$ cat config.mk
export PLATFORM = sky130hd
export DESIGN_NAME = sd_play_sched
export DESIGN_NICKNAME = d
export VERILOG_FILES = /design/src/rtl/sd_pkg.sv /design/src/rtl/sd_rr_arb.sv /design/src/rtl/sd_play_sched.sv
export SDC_FILE = /design/constraint.sdc
export NUM_CORES = 1
export LEC_CHECK = 0
export CORE_UTILIZATION = 56
export CTS_BUF_LIST = sky130_fd_sc_hd__clkbuf_8
export CTS_CLUSTER_DIAMETER = 50
export DETAILED_ROUTE_END_ITERATION = 10
export PLACE_DENSITY = 0.85
export SLEW_MARGIN = 25
export SYNTH_ARGS = -nofsm -noshare
export SYNTH_HDL_FRONTEND = slang
export SYNTH_SLANG_ARGS = --single-unit
$ cat constraint.sdc
create_clock -name clk96m -period 3.18 [get_ports clk96m]
set_input_delay 0.477 -clock clk96m [delete_from_list [all_inputs] [get_ports clk96m]]
set_output_delay 0.477 -clock clk96m [all_outputs]
set_load 0.01 [all_outputs]
$ cat src/rtl/sd_pkg.sv
// Shared types and defaults for the SD playback scheduler.
package sd_pkg;

    typedef enum logic [2:0] {
        ST_IDLE     = 3'd0,
        ST_START    = 3'd1,
        ST_PLAY     = 3'd2,
        ST_STOP     = 3'd3,
        ST_WAIT_CMP = 3'd4,
        ST_DONE     = 3'd5,
        ST_GAP      = 3'd6
    } sd_state_t;

    localparam int SD_ID_W    = 8;
    localparam int SD_GAP_CYC = 16;

endpackage

$ cat src/rtl/sd_rr_arb.sv
// Combinational picker over the pending requesters: round-robin from rr_ptr,
// or lowest-index-first when SD_PLAY_SCHED_PRIO_EN is defined.
module sd_rr_arb #(
    parameter int NREQ  = 4,
    parameter int IDX_W = $clog2(NREQ)
) (
    input  logic [NREQ-1:0]  pending,
    input  logic [IDX_W-1:0] rr_ptr,
    output logic [IDX_W-1:0] grant,
    output logic             any
);

    logic [IDX_W:0] sum;

    always_comb begin
        grant = '0;
        sum   = '0;
        any   = |pending;
`ifdef SD_PLAY_SCHED_PRIO_EN
        for (int i = NREQ - 1; i >= 0; i--) begin
            if (pending[i]) grant = IDX_W'(i);
        end
`else
        // Scan backwards so the last hit is the one closest to rr_ptr.
        for (int k = NREQ - 1; k >= 0; k--) begin
            sum = {1'b0, rr_ptr} + (IDX_W+1)'(k);
            if (sum >= (IDX_W+1)'(NREQ)) sum = sum - (IDX_W+1)'(NREQ);
            if (pending[sum[IDX_W-1:0]]) grant = sum[IDX_W-1:0];
        end
`endif
    end

endmodule

$ cat src/rtl/sd_play_sched.sv
// Grants the single SDFeed engine to NREQ requesters, drives note_on/off and
// inserts a drain gap between plays. SD_PLAY_SCHED_PRIO_EN: fixed priority + preemption.
module sd_play_sched
    import sd_pkg::*;
#(
    parameter int NREQ    = 4,
    parameter int ID_W    = SD_ID_W,
    parameter int GAP_CYC = SD_GAP_CYC,
    parameter int TMO_W   = 24
) (
    input  logic                     clk96m,
    input  logic                     rst,
    input  logic [NREQ-1:0]          req_start,
    input  logic [NREQ-1:0]          req_stop,
    input  logic [NREQ*ID_W-1:0]     req_id,
    output logic [ID_W-1:0]          sd_id,
    output logic                     sd_note_on,
    output logic                     sd_note_off,
    input  logic                     sd_completed,
    output logic                     busy,
    output logic [$clog2(NREQ)-1:0]  active_idx,
    output logic [NREQ-1:0]          done,
    output logic                     tmo_err
);

    localparam int IDX_W = $clog2(NREQ);
    localparam int GAP_W = $clog2(GAP_CYC + 1);
    // Watchdog fires on the edge where the counter would become all-ones.
    localparam logic [TMO_W-1:0] WD_END = ~TMO_W'(1);

    sd_state_t                   state;
    logic [NREQ-1:0]             pending, pend_nxt;
    logic [NREQ-1:0][ID_W-1:0]   id_reg;
    logic [IDX_W-1:0]            rr_ptr;
    logic [IDX_W-1:0]            grant;
    logic                        any;
    logic [TMO_W-1:0]            wd;
    logic [GAP_W-1:0]            gap_cnt;
    logic                        preempt;

`ifdef SD_PLAY_SCHED_PRIO_EN
    logic [NREQ-1:0] lower;
    assign rr_ptr = '0;
    always_comb begin
        lower = '0;
        for (int i = 0; i < NREQ; i++) begin
            if (IDX_W'(i) < active_idx) lower[i] = 1'b1;
        end
        preempt = |(req_start & lower);
    end
`else
    assign preempt = 1'b0;
`endif

    sd_rr_arb #(.NREQ(NREQ), .IDX_W(IDX_W)) u_arb (
        .pending (pending),
        .rr_ptr  (rr_ptr),
        .grant   (grant),
        .any     (any)
    );

    // A start arriving on the granted index in the grant cycle re-queues it.
    always_comb begin
        pend_nxt = pending;
        if (state == ST_IDLE && any) pend_nxt[grant] = 1'b0;
        pend_nxt = (pend_nxt | req_start) & ~req_stop;
    end

    always_ff @(posedge clk96m) begin
        if (rst) begin
            state       <= ST_IDLE;
            pending     <= '0;
            id_reg      <= '0;
            active_idx  <= '0;
            sd_id       <= '0;
            sd_note_on  <= 1'b0;
            sd_note_off <= 1'b0;
            done        <= '0;
            tmo_err     <= 1'b0;
            busy        <= 1'b0;
            wd          <= '0;
            gap_cnt     <= '0;
`ifndef SD_PLAY_SCHED_PRIO_EN
            rr_ptr      <= '0;
`endif
        end else begin
            pending <= pend_nxt;
            for (int i = 0; i < NREQ; i++) begin
                if (req_start[i]) id_reg[i] <= req_id[i*ID_W +: ID_W];
            end
            sd_note_on  <= 1'b0;
            sd_note_off <= 1'b0;
            done        <= '0;
            tmo_err     <= 1'b0;
            case (state)
                ST_IDLE: if (any) begin
                    state      <= ST_START;
                    active_idx <= grant;
                    sd_id      <= id_reg[grant];
                    sd_note_on <= 1'b1;
                    busy       <= 1'b1;
`ifndef SD_PLAY_SCHED_PRIO_EN
                    rr_ptr     <= (grant == IDX_W'(NREQ - 1)) ? '0 : grant + IDX_W'(1);
`endif
                end
                ST_START: state <= ST_PLAY;
                ST_PLAY: begin
                    if (sd_completed) begin
                        state              <= ST_DONE;
                        done[active_idx]   <= 1'b1;
                    end else if (req_stop[active_idx] || preempt) begin
                        state       <= ST_STOP;
                        sd_note_off <= 1'b1;
                    end
                end
                ST_STOP: begin
                    state <= ST_WAIT_CMP;
                    wd    <= '0;
                end
                ST_WAIT_CMP: begin
                    if (sd_completed) begin
                        state            <= ST_DONE;
                        done[active_idx] <= 1'b1;
                    end else if (wd == WD_END) begin
                        state   <= ST_GAP;
                        tmo_err <= 1'b1;
                        gap_cnt <= '0;
                    end else begin
                        wd <= wd + TMO_W'(1);
                    end
                end
                ST_DONE: begin
                    state   <= ST_GAP;
                    gap_cnt <= '0;
                end
                ST_GAP: begin
                    if (gap_cnt == GAP_W'(GAP_CYC - 1)) begin
                        state <= ST_IDLE;
                        busy  <= 1'b0;
                    end else begin
                        gap_cnt <= gap_cnt + GAP_W'(1);
                    end
                end
                default: begin
                    state <= ST_IDLE;
                    busy  <= 1'b0;
                end
            endcase
        end
    end

endmodule
==> results.md <==
* Run status: finished clean
* Reg-to-reg slack, setup at 0.72 ns
* Core Util, Final at 0.711
* P_leak at 1.78 nW
* Hold Buf Count CTS at 0
* Least-Margin Pin Slew at about 0.64 ns
* Initial antenna violation count at 0
* CP max stage cell: or4b_1
* Post-CTS Setup Bufs at 0
* Asr flop ratio synth at 0
* Largest net degree at the start of global routing at 42
* Final setup violation count at 0
* Worst Hold Endpoint: wd[11]$_SDFFE_PP0P_
* DP Wirelength at 6.35 mm
* Clock Latency Late Sink at 0.36 ns
* Vias at 3495
* Synth warn at 0
* RR Endpoint: wd[19]$_SDFFE_PP0P_
* Final Hold Violating Endpoints at 0
* CP Capture Type: register
* Mapped Avg Cell Area at 8.99 µm²
* Core area at 6830 µm²
* GP Congestion at ~0.81
* Fin crit share at 0.785
* Htree depth at 3
* Die Y at about 86 µm
* N_diodes at 0
* PwrDens at 517 nW/µm²
* Worst ir drop on vdd at 0.000279 V
* Critical path launch point type: primary input
* Top FF cell, synth: dfxtp_1
* First-pass GRT wire length at about 15 mm
* Min Tclk post-route at 2.50 ns
* Seq cells post-synth at 88
* Share of cells above drive strength 1 at 0.0618
* Register area share after synthesis at 0.444
* Class of the worst hold path: register to register
* Worst hold start: wd[11]$_SDFFE_PP0P_
* Drt first pass iters at 6
* WP data arrival at 2.79 ns
* WL final at 9.10 mm
* FMAX at around 400 MHz
* Die Area at 7420 µm²
* Clk sinks at 88
* Max reg flops at 32
* Worst-path clk slew at 0.09 ns
* WL/cell at 15.2 µm
* Post-cts sizing count at 0
* Vias in the first global route at around 3300
* CTS tree: yes
* Setup Skew at roughly 0.012 ns
* Crit path cell chain: clkdlybuf4s50_1 > or4b_1 > a211o_1 > a31o_4 > or4_1 > a21oi_1
* CTS buffer count at 9
* Crit-path max FO at 18
* RSZ-0062 raised after global routing: no
* Delay of the slowest critical-path stage at 0.52 ns
* Crit-path leading delay family: simple AND/OR/NAND/NOR gates
* Starting Density at 0.581
* 1st-iter DRT viols at between 150 and 200
* EDFF count, synth at 0
* Mapped Area at 3970 µm²
* Post-route ant nets at 0
* Slew Viols, Final at 0
* Max Cap Viol at 0
* Reg2reg path depth at 5
* Mapped Cells at 441
* Routed vias/inst at around 6
* IO Pins at 61
* Worst Path Buf+Inv at 1
* Remaining Overflow, GRT at 0
* Setup TNS at 0 ns
* Total global-route track usage at 0.257
* Critical path class: primary input to register
* Row cnt at 30
* Nets at between 500 and 600
* Clock root cell: clkbuf_8
* Die Wd at between 80 and 90 µm
* Syn Nets at between 400 and 500
* Worst Path Required at 3.47 ns
* I/O Buffers at 60
* Slew headroom at 0.574
* Worst reg2reg path startpoint: state[1]$_SDFFE_PP0P_
* Yosys cell types at 52
* CTS Buffer Depth at 2
* Area Overhead vs Synth at 22.4%
* Hold Path Depth at 2
* Drt drc at 0
==> cell usage after synthesis (3+ instances only) <==
| cell type | n | share of area |
|---|---|---|
| nor2_1 | 58 | 0.055 |
| nand4_1 | 5 | 0.0079 |
| nand2_1 | 25 | 0.024 |
| dfxtp_1 | 88 | 0.44 |
| a31oi_1 | 6 | 0.0095 |
| a211oi_1 | 5 | 0.0095 |
| nor4b_1 | 3 | 0.0066 |
| and3_1 | 4 | 0.0063 |
| o221ai_1 | 8 | 0.018 |
| buf_1 | 3 | 0.0028 |
| xnor2_1 | 3 | 0.0066 |
| o31ai_1 | 9 | 0.017 |
| o21ai_0 | 16 | 0.020 |
| or4_1 | 9 | 0.017 |
| nand2b_1 | 3 | 0.0047 |
| nor3b_1 | 3 | 0.0057 |
| inv_1 | 12 | 0.011 |
| clkbuf_1 | 19 | 0.018 |
| mux2i_1 | 51 | 0.13 |
| nor4_1 | 5 | 0.0079 |
| nand3_1 | 21 | 0.026 |
| ha_1 | 5 | 0.016 |
| a21oi_1 | 30 | 0.038 |
| nor3_1 | 7 | 0.0088 |
| a311oi_1 | 3 | 0.0066 |
| or3_1 | 7 | 0.011 |
==> metal layers <==
layer	vias up	wire length, µm	GRT usage	share of wire
met5	-	0	0	0
met4	0	144	0.0924	0.016
met3	15	589	0.0654	0.065
met2	118	4520	0.438	0.50
met1	1633	3850	0.312	0.42
li1	1729	-	-	-
==> report_power, final <==
| group | switching [W] | internal, W | leakage [nW] | total (W) |
|---|---|---|---|---|
| logic | 0.000261 | 0.000218 | 0.953 | 0.000478 |
| registers | 0.0000680 | 0.00117 | 0.718 | 0.00124 |
| clock network | 0.000420 | 0.000373 | 0.106 | 0.000793 |
| total | 0.000749 | 0.00176 | 1.78 | 0.00251 |
==> stage by stage <==
step / setup WS, ns / area (µm²) / std cells / hold WS [ns] / power, W
final: 0.685 / 4850 / 598 / 0.483 / 0.00251
after global routing: 0.560 / 4850 / 598 / 0.506 / 0.00263
after CTS: 0.709 / 4850 / 598 / 0.485 / 0.00252
after detailed placement: 0.343 / 4650 / 582 / 0.470 / 0.00173
after global placement: 0.352 / 4650 / 582 / 0.465 / 0.00172
after floorplan: 0.862 / 3970 / 441 / 0.452 / 0.00156
==> worst max-delay path by stage <==
| stage | start | end | slack [ns] | depth (start not counted) |
|---|---|---|---|---|
| 6_report | sd_completed | wd[19]$_SDFFE_PP0P_ | 0.68 | 6 |
| 5_1_grt | state[1]$_SDFFE_PP0P_ | wd[19]$_SDFFE_PP0P_ | 0.56 | 5 |
| 4_1_cts | sd_completed | wd[19]$_SDFFE_PP0P_ | 0.71 | 6 |
| 3_5_place_dp | sd_completed | wd[19]$_SDFFE_PP0P_ | 0.34 | 6 |
| 3_3_place_gp | sd_completed | wd[19]$_SDFFE_PP0P_ | 0.35 | 6 |
| 2_1_floorplan | sd_completed | wd[19]$_SDFFE_PP0P_ | 0.86 | 6 |
==> worst register-to-register path, delay by kind of cell, from the launching register on <==
family / cells / cell delay (ns)
and+or+nand+nor: 2 / 0.93
AOI/OAI and AO/OA: 3 / 0.85
DFF: 1 / 0.62
==> cell usage in the layout, fill, tap and decap left out, types with 6 or more instances in the layout <==
cell type and n:
buf_4 10, a21oi_1 30, inv_1 12, or3_1 7
o21ai_0 16, o31ai_1 9, mux2i_1 51, or4_1 9
nand2_1 25, a31oi_1 6, clkdlybuf4s50_1 59, nand3_1 21
nor2_1 58, nor3_1 7, dfxtp_1 88, o221ai_1 8
clkbuf_8 9
==> final cells by class <==
type | count | area [µm²]
Sequential cell | 88 | 1760
Fill cell | 542 | 1980
Clock inverter | 7 | 77.6
Tap cell | 96 | 120
Multi-Input combinational cell | 315 | 2050
Inverter | 13 | 48.8
Timing Repair Buffer | 70 | 671
Clock buffer | 9 | 124
==> cells by family (layout without fill, tap and decap cells) <==
family	after synthesis	in the layout	synth area share
AOI/OAI and AO/OA	93	93	0.155
xor gates and xnor gates	5	5	0.0110
adders and majority gates	5	5	0.0158
buffers and inverters	38	99	0.0385
DFF	88	88	0.444
muxes	52	52	0.134
and+or+nand+nor	160	160	0.202
Power figures use the tool's default switching activity.
